$ cat config.mk
export PLATFORM = sky130hd
export DESIGN_NAME = vga_scanout_flat
export DESIGN_NICKNAME = d
export VERILOG_FILES = /design/src/rtl/vga_pkg.sv /design/src/rtl/vga_scanout_if.sv /design/src/rtl/vga_timing.sv /design/src/rtl/vga_scanout.sv /design/src/flat_wrapper.sv
export SDC_FILE = /design/constraint.sdc
export NUM_CORES = 1
export LEC_CHECK = 0
export ABC_AREA = 1
export CAP_MARGIN = 0
export CORE_MARGIN = 2
export CORE_UTILIZATION = 39
export DETAILED_ROUTE_END_ITERATION = 10
export DONT_BUFFER_PORTS = 1
export MAX_ROUTING_LAYER = met4
export SLEW_MARGIN = 20
export SYNTH_ARGS = -nofsm -noshare
export SYNTH_HDL_FRONTEND = slang
export SYNTH_SLANG_ARGS = --single-unit
$ cat constraint.sdc
create_clock -name clock -period 1.9 [get_ports clock]
set_input_delay 0.57 -clock clock [delete_from_list [all_inputs] [get_ports clock]]
set_output_delay 0.57 -clock clock [all_outputs]
set_load 0.01 [all_outputs]
$ cat src/rtl/vga_pkg.sv
// Shared VGA 640x480@60 timing constants, 3-bit colour type and DAC bit expansion.
package vga_pkg;

  localparam int H_ACTIVE = 640;
  localparam int H_FP     = 16;
  localparam int H_SYNC   = 96;
  localparam int H_BP     = 48;
  localparam int H_TOTAL  = H_ACTIVE + H_FP + H_SYNC + H_BP;

  localparam int V_ACTIVE = 480;
  localparam int V_FP     = 10;
  localparam int V_SYNC   = 2;
  localparam int V_BP     = 33;
  localparam int V_TOTAL  = V_ACTIVE + V_FP + V_SYNC + V_BP;

  // Buffer is 256 pixels wide, each shown twice horizontally.
  localparam int FB_WIN_W  = 512;
  localparam int DAC_MAX_W = 16;

  typedef logic [2:0] rgb3_t;

  typedef struct packed {
    logic [DAC_MAX_W-1:0] r;
    logic [DAC_MAX_W-1:0] g;
    logic [DAC_MAX_W-1:0] b;
  } dac_t;

  // Callers truncate each channel to their own DAC width.
  function automatic dac_t rgb3_to_dac(rgb3_t c);
    dac_t d;
    d.r = {DAC_MAX_W{c[2]}};
    d.g = {DAC_MAX_W{c[1]}};
    d.b = {DAC_MAX_W{c[0]}};
    return d;
  endfunction

endpackage

$ cat src/rtl/vga_scanout_if.sv
// Frame-buffer read port plus VGA pin bundle; test_sel exists only with SCANOUT_TESTPAT_EN.
interface vga_scanout_if #(
  parameter int ADDR_W  = 17,
  parameter int COLOR_W = 4
);
  import vga_pkg::*;

  rgb3_t              pix_data;
  logic [ADDR_W-1:0]  rAddr;
  logic               RE;
  logic               vga_hsync;
  logic               vga_vsync;
  logic [COLOR_W-1:0] vga_r;
  logic [COLOR_W-1:0] vga_g;
  logic [COLOR_W-1:0] vga_b;
  logic               vga_blank_n;
  logic               frame_start;
  logic               vblank;
`ifdef SCANOUT_TESTPAT_EN
  logic               test_sel;
`endif

  modport master (
    input  pix_data,
`ifdef SCANOUT_TESTPAT_EN
    input  test_sel,
`endif
    output rAddr, RE, vga_hsync, vga_vsync, vga_r, vga_g, vga_b,
    output vga_blank_n, frame_start, vblank
  );

  modport slave (
    output pix_data,
`ifdef SCANOUT_TESTPAT_EN
    output test_sel,
`endif
    input  rAddr, RE, vga_hsync, vga_vsync, vga_r, vga_g, vga_b,
    input  vga_blank_n, frame_start, vblank
  );

endinterface

$ cat src/rtl/vga_timing.sv
// Pixel-strobe divider and 800x525 raster counters with raw sync/active decode.
module vga_timing
  import vga_pkg::*;
#(
  parameter int CLK_DIV = 2
) (
  input  logic       i_clk,
  input  logic       i_rst,
  output logic       o_tick,
  output logic [9:0] o_hcount,
  output logic [9:0] o_vcount,
  output logic       o_hsync,
  output logic       o_vsync,
  output logic       o_active,
  output logic       o_frame_start
);

  localparam int DIV_W = (CLK_DIV > 1) ? $clog2(CLK_DIV) : 1;
  localparam logic [DIV_W-1:0] L_DIV_LAST = DIV_W'(CLK_DIV - 1);
  localparam logic [9:0] L_H_LAST = 10'(H_TOTAL - 1);
  localparam logic [9:0] L_V_LAST = 10'(V_TOTAL - 1);
  localparam logic [9:0] L_H_ACT  = 10'(H_ACTIVE);
  localparam logic [9:0] L_V_ACT  = 10'(V_ACTIVE);
  localparam logic [9:0] L_HS_BEG = 10'(H_ACTIVE + H_FP);
  localparam logic [9:0] L_HS_END = 10'(H_ACTIVE + H_FP + H_SYNC);
  localparam logic [9:0] L_VS_BEG = 10'(V_ACTIVE + V_FP);
  localparam logic [9:0] L_VS_END = 10'(V_ACTIVE + V_FP + V_SYNC);

  logic [DIV_W-1:0] r_div;
  logic [9:0]       r_hcount;
  logic [9:0]       r_vcount;
  logic             r_frame_start;
  logic             w_tick;
  logic             w_h_last;
  logic             w_v_last;

  assign w_tick   = (r_div == L_DIV_LAST);
  assign w_h_last = (r_hcount == L_H_LAST);
  assign w_v_last = (r_vcount == L_V_LAST);

  always_ff @(posedge i_clk or posedge i_rst) begin
    if (i_rst)       r_div <= '0;
    else if (w_tick) r_div <= '0;
    else             r_div <= r_div + 1'b1;
  end

  always_ff @(posedge i_clk or posedge i_rst) begin
    if (i_rst) begin
      r_hcount <= '0;
      r_vcount <= '0;
    end else if (w_tick) begin
      if (w_h_last) begin
        r_hcount <= '0;
        r_vcount <= w_v_last ? 10'd0 : r_vcount + 10'd1;
      end else begin
        r_hcount <= r_hcount + 10'd1;
      end
    end
  end

  // Registered so the pulse coincides with the counters already sitting at (0,0).
  always_ff @(posedge i_clk or posedge i_rst) begin
    if (i_rst) r_frame_start <= 1'b0;
    else       r_frame_start <= w_tick & w_h_last & w_v_last;
  end

  assign o_tick        = w_tick;
  assign o_hcount      = r_hcount;
  assign o_vcount      = r_vcount;
  assign o_hsync       = !((r_hcount >= L_HS_BEG) && (r_hcount < L_HS_END));
  assign o_vsync       = !((r_vcount >= L_VS_BEG) && (r_vcount < L_VS_END));
  assign o_active      = (r_hcount < L_H_ACT) && (r_vcount < L_V_ACT);
  assign o_frame_start = r_frame_start;

endmodule

$ cat src/rtl/vga_scanout.sv
// 256x240 frame-buffer scanout to 640x480 VGA, 2x2 pixels, 64-px side borders.
// Optional SCANOUT_TESTPAT_EN adds test_sel for an 8-bar pattern without RAM reads.
module vga_scanout
  import vga_pkg::*;
#(
  parameter int CLK_DIV  = 2,
  parameter int COLOR_W  = 4,
  parameter int ADDR_W   = 17,
  parameter int H_OFFSET = 64
) (
  input  logic          clock,
  input  logic          reset,
  vga_scanout_if.master bus
);

  localparam logic [9:0] L_WIN_BEG = 10'(H_OFFSET);
  localparam logic [9:0] L_WIN_END = 10'(H_OFFSET + FB_WIN_W);
  localparam logic [9:0] L_V_ACT   = 10'(V_ACTIVE);

  logic       w_tick;
  logic [9:0] w_hcount;
  logic [9:0] w_vcount;
  logic       w_hsync;
  logic       w_vsync;
  logic       w_active;
  logic       w_frame_start;
  logic       w_in_win;
  logic       w_rd;
  logic [7:0] w_fb_x;
  logic [7:0] w_fb_y;
  rgb3_t      w_colour;
  dac_t       w_dac;

  logic [ADDR_W-1:0]  r_addr_p1;
  logic               r_vld_p1;
  logic               r_hs_p1;
  logic               r_vs_p1;
  logic               r_act_p1;
  logic               r_win_p1;
  logic               r_hs_p2;
  logic               r_vs_p2;
  logic               r_act_p2;
  logic [COLOR_W-1:0] r_r_p2;
  logic [COLOR_W-1:0] r_g_p2;
  logic [COLOR_W-1:0] r_b_p2;
`ifdef SCANOUT_TESTPAT_EN
  logic               r_tp_p1;
  rgb3_t              r_bar_p1;
`endif

  vga_timing #(.CLK_DIV(CLK_DIV)) u_tim (
    .i_clk         (clock),
    .i_rst         (reset),
    .o_tick        (w_tick),
    .o_hcount      (w_hcount),
    .o_vcount      (w_vcount),
    .o_hsync       (w_hsync),
    .o_vsync       (w_vsync),
    .o_active      (w_active),
    .o_frame_start (w_frame_start)
  );

  assign w_in_win = (w_hcount >= L_WIN_BEG) && (w_hcount < L_WIN_END) && (w_vcount < L_V_ACT);
  assign w_fb_x   = 8'((w_hcount - L_WIN_BEG) >> 1);
  assign w_fb_y   = 8'(w_vcount >> 1);
`ifdef SCANOUT_TESTPAT_EN
  assign w_rd     = w_in_win && !bus.test_sel;
`else
  assign w_rd     = w_in_win;
`endif

  // Stage 1: issue RAM read, register raster decode
  always_ff @(posedge clock or posedge reset) begin
    if (reset) begin
      r_addr_p1 <= '0;
      r_vld_p1  <= 1'b0;
      r_hs_p1   <= 1'b1;
      r_vs_p1   <= 1'b1;
      r_act_p1  <= 1'b0;
      r_win_p1  <= 1'b0;
`ifdef SCANOUT_TESTPAT_EN
      r_tp_p1   <= 1'b0;
      r_bar_p1  <= '0;
`endif
    end else begin
      r_vld_p1 <= w_tick & w_rd;
      if (w_tick) begin
        if (w_rd) r_addr_p1 <= ADDR_W'({w_fb_y, w_fb_x});
        r_hs_p1  <= w_hsync;
        r_vs_p1  <= w_vsync;
        r_act_p1 <= w_active;
        r_win_p1 <= w_in_win;
`ifdef SCANOUT_TESTPAT_EN
        r_tp_p1  <= bus.test_sel;
        r_bar_p1 <= w_fb_x[7:5];
`endif
      end
    end
  end

`ifdef SCANOUT_TESTPAT_EN
  assign w_colour = r_tp_p1 ? r_bar_p1 : bus.pix_data;
`else
  assign w_colour = bus.pix_data;
`endif
  assign w_dac = rgb3_to_dac(w_colour);

  // Stage 2: capture RAM data, expand colour, align with syncs
  always_ff @(posedge clock or posedge reset) begin
    if (reset) begin
      r_hs_p2  <= 1'b1;
      r_vs_p2  <= 1'b1;
      r_act_p2 <= 1'b0;
      r_r_p2   <= '0;
      r_g_p2   <= '0;
      r_b_p2   <= '0;
    end else if (w_tick) begin
      r_hs_p2  <= r_hs_p1;
      r_vs_p2  <= r_vs_p1;
      r_act_p2 <= r_act_p1;
      r_r_p2   <= r_win_p1 ? COLOR_W'(w_dac.r) : '0;
      r_g_p2   <= r_win_p1 ? COLOR_W'(w_dac.g) : '0;
      r_b_p2   <= r_win_p1 ? COLOR_W'(w_dac.b) : '0;
    end
  end

  assign bus.rAddr       = r_addr_p1;
  assign bus.RE          = r_vld_p1;
  assign bus.vga_hsync   = r_hs_p2;
  assign bus.vga_vsync   = r_vs_p2;
  assign bus.vga_blank_n = r_act_p2;
  assign bus.vga_r       = r_r_p2;
  assign bus.vga_g       = r_g_p2;
  assign bus.vga_b       = r_b_p2;
  assign bus.frame_start = w_frame_start;
  // Upstream write gating wants the live line number, not the pipelined one.
  assign bus.vblank      = (w_vcount >= L_V_ACT);

endmodule
$ cat src/flat_wrapper.sv
// flat-port wrapper written by rule: the top's interface ports become plain ports
module vga_scanout_flat import vga_pkg::*;
#(
  parameter int CLK_DIV  = 2,
  parameter int COLOR_W  = 4,
  parameter int ADDR_W   = 17,
  parameter int H_OFFSET = 64
)
  (clock, reset, bus_pix_data, bus_rAddr, bus_RE, bus_vga_hsync, bus_vga_vsync, bus_vga_r, bus_vga_g, bus_vga_b, bus_vga_blank_n, bus_frame_start, bus_vblank);
  vga_scanout_if #(.ADDR_W(ADDR_W), .COLOR_W(COLOR_W)) bus_i ();
  input  logic clock;
  input  logic reset;
  input wire logic [$bits(bus_i.pix_data)-1:0] bus_pix_data;
  output wire logic [$bits(bus_i.rAddr)-1:0] bus_rAddr;
  output wire logic [$bits(bus_i.RE)-1:0] bus_RE;
  output wire logic [$bits(bus_i.vga_hsync)-1:0] bus_vga_hsync;
  output wire logic [$bits(bus_i.vga_vsync)-1:0] bus_vga_vsync;
  output wire logic [$bits(bus_i.vga_r)-1:0] bus_vga_r;
  output wire logic [$bits(bus_i.vga_g)-1:0] bus_vga_g;
  output wire logic [$bits(bus_i.vga_b)-1:0] bus_vga_b;
  output wire logic [$bits(bus_i.vga_blank_n)-1:0] bus_vga_blank_n;
  output wire logic [$bits(bus_i.frame_start)-1:0] bus_frame_start;
  output wire logic [$bits(bus_i.vblank)-1:0] bus_vblank;
  assign bus_i.pix_data = bus_pix_data;
  assign bus_rAddr = bus_i.rAddr;
  assign bus_RE = bus_i.RE;
  assign bus_vga_hsync = bus_i.vga_hsync;
  assign bus_vga_vsync = bus_i.vga_vsync;
  assign bus_vga_r = bus_i.vga_r;
  assign bus_vga_g = bus_i.vga_g;
  assign bus_vga_b = bus_i.vga_b;
  assign bus_vga_blank_n = bus_i.vga_blank_n;
  assign bus_frame_start = bus_i.frame_start;
  assign bus_vblank = bus_i.vblank;
  vga_scanout #(.CLK_DIV(CLK_DIV), .COLOR_W(COLOR_W), .ADDR_W(ADDR_W), .H_OFFSET(H_OFFSET)) u_core (.clock(clock), .reset(reset), .bus(bus_i));
endmodule
Word level (Yosys, flattened, before mapping)
Index checks and enable logic that the tools add are counted.

RAM bits: 0. Input bits: 5. Logic and storage cells: 49. Memories: 0. Output and inout bits: 35. Bits in read-only memories: 0. Bits in registers: 58. Latch bits: 0.

$lt $le $gt $ge: 9. Eq/ne operators: 2. Add/subtract/negate cells: 4. Bitwise gates (word level): 3. Mux-type cells: 6. $mul: 0. Reductions and logical operators: 9. Divide/modulo/power cells: 0. Shifts and indexed selects: 0.

Operators with widths (number): < comparator 10 bit (second input constant) (3); adder 10 x 1 -> 10 bit (second input constant) (2); equality test 10 bit (second input constant) (2); >= comparator 10 x 9 -> 1 bit (second input constant) (2); < comparator 10 x 9 -> 1 bit (second input constant) (2); 2-to-1 mux 10 bit (2); 2-to-1 mux 4 bit (3); >= comparator 10 bit (second input constant) (1); >= comparator 10 x 7 -> 1 bit (second input constant) (1); subtractor 9 x 7 -> 9 bit (second input constant) (1); logical AND 1 bit (5); AND reduction 2 bit (2); bitwise AND 1 bit (3); zero test 1 bit (2); adder 1 bit (second input constant) (1); 2-to-1 mux 1 bit (1).

Longest topological paths before layout
Depth in word-level cells: 4. Mapped depth: 10. Gate-level depth less buffers: 10.

Modules after synthesis
A second synthesis with hierarchy kept.

Cell total of the unflattened synthesis: 318. Area, all modules: 2611.3 um2.

Modules (own cells, without submodules): vga_timing (instances 1, sequential area each 550.5 um2, area an instance 1323.8 um2, cells an instance 170); vga_scanout (instances 1, sequential area each 680.7 um2, area an instance 1287.5 um2, cells an instance 148).

Worst setup path before layout
No wires, ideal clock.

Path kind: flip-flop to flip-flop. Start: register u_core.u_tim.r_hcount[6] (netlist: u_core.u_tim.o_hcount[6]). End: register u_core.r_addr_p1[7] (netlist: u_core.bus.rAddr[7]). Cell stages (with the launch flop): 11. Setup slack: 391 ps. Clock period less this slack: 1509 ps. Required time: 1778 ps. Buffers on the path: 1. Data arrival time: 1387 ps. Cell sequence: dfrtp_1 -> inv_1 -> ha_1 -> nand2_1 -> nand2_1 -> nand2_1 -> nor2_2 -> nand2_4 -> buf_12 -> nand2_2 -> o21ai_2.

Cells in the longest elaborated chain, start to end: 4. Elaborated cells on any way between the ends: 6.

RTL lines: from (decl) (RTL line vga_timing.sv:30) `logic [9:0] r_hcount;`; from (signal assigned) (RTL line vga_timing.sv:56) `r_hcount <= r_hcount + 10'd1;`; >= comparator 10 x 7 -> 1 bit / < comparator 10 bit (equally long branches) (RTL line vga_scanout.sv:63) `assign w_in_win = (w_hcount >= L_WIN_BEG) && (w_hcount < L_WIN_END) && (w_vcount < L_V_ACT);`; logical AND 1 bit (2 in series) (RTL line vga_scanout.sv:63); AND reduction 2 bit (no source line); to (signal assigned) (RTL line vga_scanout.sv:88) `if (w_rd) r_addr_p1 <= ADDR_W'({w_fb_y, w_fb_x});`; to (decl) (RTL line vga_scanout.sv:34) `logic [ADDR_W-1:0] r_addr_p1;`.

Parallel ways exist; a longest one is shown, timed or not. A chain may end at the register's enable or synchronous reset.

Final worst setup path
Start: register u_core.u_tim.r_hcount[6] (netlist: u_core.u_tim.o_hcount[6]). End: register u_core.u_tim.r_vcount[7] (netlist: u_core.u_tim.o_vcount[7]).

Cells in the longest elaborated chain, start to end: 2.

RTL lines: equality test 10 bit (RTL line vga_timing.sv:38) `assign w_h_last = (r_hcount == L_H_LAST);`; AND reduction 2 bit (no source line); to (signal assigned) (RTL line vga_timing.sv:54) `r_vcount <= w_v_last ? 10'd0 : r_vcount + 10'd1;`; to (decl) (RTL line vga_timing.sv:31) `logic [9:0] r_vcount;`.

No other way between the ends.

==> summary.md <==
| Metric | Value |
|---|---|
| Post-route clock period utilization | 0.942 |
| Drt drc | 0 |
| Pre-CTS setup slack | between 30 and 40 ps |
| Tightest Hold Check Type | primary input to async pin |
| Synth top area cells | dfrtp_1, nand2_1, o21ai_2 |
| Worst-path cell chain | inv_1 > ha_2 > nand2_1 > nor2_1 > nand3_2 > nor2_1 > xor2_1 |
| Die area | 7320 µm² |
| Multi-input logic area | 1100 µm² |
| Final WL | 5110 µm |
| Cells after DPL | 351 |
| Congestion Overflow GR | 0 |
| Post-route antenna net violation count | 0 |
| Synth Net Count | about 300 |
| Clock skew | 4.93 ps |
| Commonest non-fill, non-tap cell in the layout | nand2_1 |
| Tmin final | ~1800 ps |
| PD cells | 679 nW/µm² |
| Most frequent cells in the layout | nand2_1, dfrtp_1, nor2_1 |
| Layout cell share with drive strength beyond 1 | 0.225 |
| Critical path's largest stage delay | 440 ps |
| Syn Inst Count | around 290 |
| Area share of the largest cell type after synthesis | 0.434 |
| CP bufs+invs | 1 |
| Clk root buf | clkbuf_8 |
| CP Class | flip-flop to flip-flop |
| Largest net degree at the start of global routing | 50 |
| Reg area | around 1200 µm² |
| Syn Area/Cell | approximately 9.0 µm² |
| RSZ-0062 raised after global routing | yes |
| Clk slew on worst S/H paths | 90 ps |
| H-tree depth | 2 |
| Fin. Hold Viols | 0 |
| Worst setup EP type | flip-flop |
| Critical path required time | 2130 ps |
| Vias in the first global route | 1753 |
| Port Buffers | 0 |
| Vias | about 1800 |
| Final Cell Area | 2730 µm² |
| All-Layer GR Usage | 0.154 |
| Area delta synth->final | 5.36% |
| DP Area | 2590 µm² |
| Power, Total | 0.00185 W |
| Cell mode on critical path | nor2_1 |
| Finish-stage setup viols | 0 |
| Non-Filler Instances | 362 |
| Initial Utilization | 0.406 |
| P_leak | ~1.3 nW |
| Num CTS Buffers | 5 |
| Initial antenna violation count | 0 |
| Row count | 29 |
| Io pins | 40 |
| Pre-antenna DRT Iters | 4 |
| Clk buf depth | 2 |
| Routability cong. | between 0.9 and 1 |
| Via-to-Cell Ratio | 4.99 |
| Cell taking the most area after synthesis | dfrtp_1 |
| Slowest-stage cell, CP | dfrtp_1 |
| ANT cells | 0 |
| Clock sinks | just under 50 |
| Nets | 298 |
| Sequential element share of the synthesized area | 0.475 |
| Maximum VDD drop | 0.289 mV |
| Worst Path Max Fanout | 12 |
| Peak Freq | between 500 and 600 MHz |
| Drt first-iter violations | 135 |
| Setup ws final | around 110 ps |
| Synthesis warning total | 0 |
| Die width | 85.5 µm |
| Fillcell total | 640 |
| Number of synthesized register bits | 49 |
| Arr. time, crit path | just over 2000 ps |
| Syn Std Cell Area | 2590 µm² |
| First-pass GRT wire length | around 8600 µm |
| Die Ht | ~86 µm |
| Core region area | 6390 µm² |
| Hold Slack | 171 ps |
| Worst-skew pair later-pin latency | around 310 ps |
| Largest register FFs | 16 |
| Unique cell type count in the Yosys netlist | 32 |
| Outcome | complete, no violations |
| Pins over their slew limit | 0 |
| CTS tree | done |
| Cts hold-fix bufs | 0 |
| Max-cap violations | 0 |
| Detailed placement HPWL | about 3400 µm |
| WL per Instance | 14.1 µm |
| Critical path startpoint category | flip-flop |
| CP top delay family | simple AND/OR/NAND/NOR gates |
==> logic make-up (layout without fill, tap and decap cells) <==
family	count (synthesis)	after routing	share of synthesized area
compound gates	35	35	0.0951
xor+xnor	8	8	0.0270
simple gates	138	139	0.252
flops	49	49	0.475
fa+ha+maj	9	9	0.0434
other cells	1	1	0.00145
buf+inv	47	44	0.106
==> through the flow <==
stage / util / TNS (ps)
5_1_grt: 0.428 / -48.0
4_1_cts: 0.423 / 0
3_3_place_gp: 0.405 / 0
3_5_place_dp: 0.405 / 0
6_report: 0.428 / 0
2_1_floorplan: - / 0
==> synth_stat cells, drive strengths merged <==
| master | n |
|---|---|
| ha | 9 |
| a31oi | 1 |
| inv | 29 |
| dfstp | 4 |
| a41oi | 1 |
| buf | 18 |
| dfrtp | 45 |
| xnor2 | 1 |
| xor2 | 7 |
| conb | 1 |
| nor4 | 1 |
| o31ai | 1 |
| nand2 | 78 |
| nand3 | 15 |
| nand4 | 7 |
| nor3 | 7 |
| a21oi | 3 |
| nor2 | 30 |
| o21ai | 29 |
==> where the power goes <==
group	switching (W)	internal, W	leakage (nW)
logic	0.0000213	0.00000466	0.568
registers	0	0.00104	0.646
clock network	0.000357	0.000430	0.0585
total	0.000378	0.00148	1.27
==> layout make-up <==
| cell class | instances | area share |
|---|---|---|
| Timing Repair Buffer | 7 | 0.0284 |
| Inverter | 29 | 0.0399 |
| Sequential cell | 49 | 0.451 |
| Clock inverter | 1 | 0.0110 |
| Tap cell | 77 | 0.0353 |
| Multi-Input combinational cell | 192 | 0.403 |
| Clock buffer | 7 | 0.0316 |
==> routing by layer <==
layer / GRT usage / routed length, µm / up-vias
li1: - / - / 898
met1: 0.219 / 2470 / 846
met2: 0.207 / 2200 / 51
met3: 0.0414 / 314 / 10
met4: 0.0678 / 117 / 0
met5: - / 0 / -
==> repair_timing <==
item,CTS,global route
resized for setup,0,3
endpoints found under the setup margin,0,15
setup buffers,0,2
endpoints found under the hold margin,0,0
==> worst paths after layout <==
kind                                                from                  endpoint  slack (ps)  cells past startpoint
worst min-delay path                               reset       u_core.bus.vga_r[2]         170                      2
worst min register to register            u_core.r_hs_p1      u_core.bus.vga_hsync         480                      2
max in group asynchronous                          reset            u_core.r_vs_p1        1450                      2
worst max register to register  u_core.u_tim.o_hcount[6]  u_core.u_tim.o_vcount[7]         110                      7
worst max-delay path            u_core.u_tim.o_hcount[6]  u_core.u_tim.o_vcount[7]         110                      7
min in group clock                       bus_pix_data[1]       u_core.bus.vga_g[2]         390                      2
No activity file was read; power rests on OpenSTA's default activity.
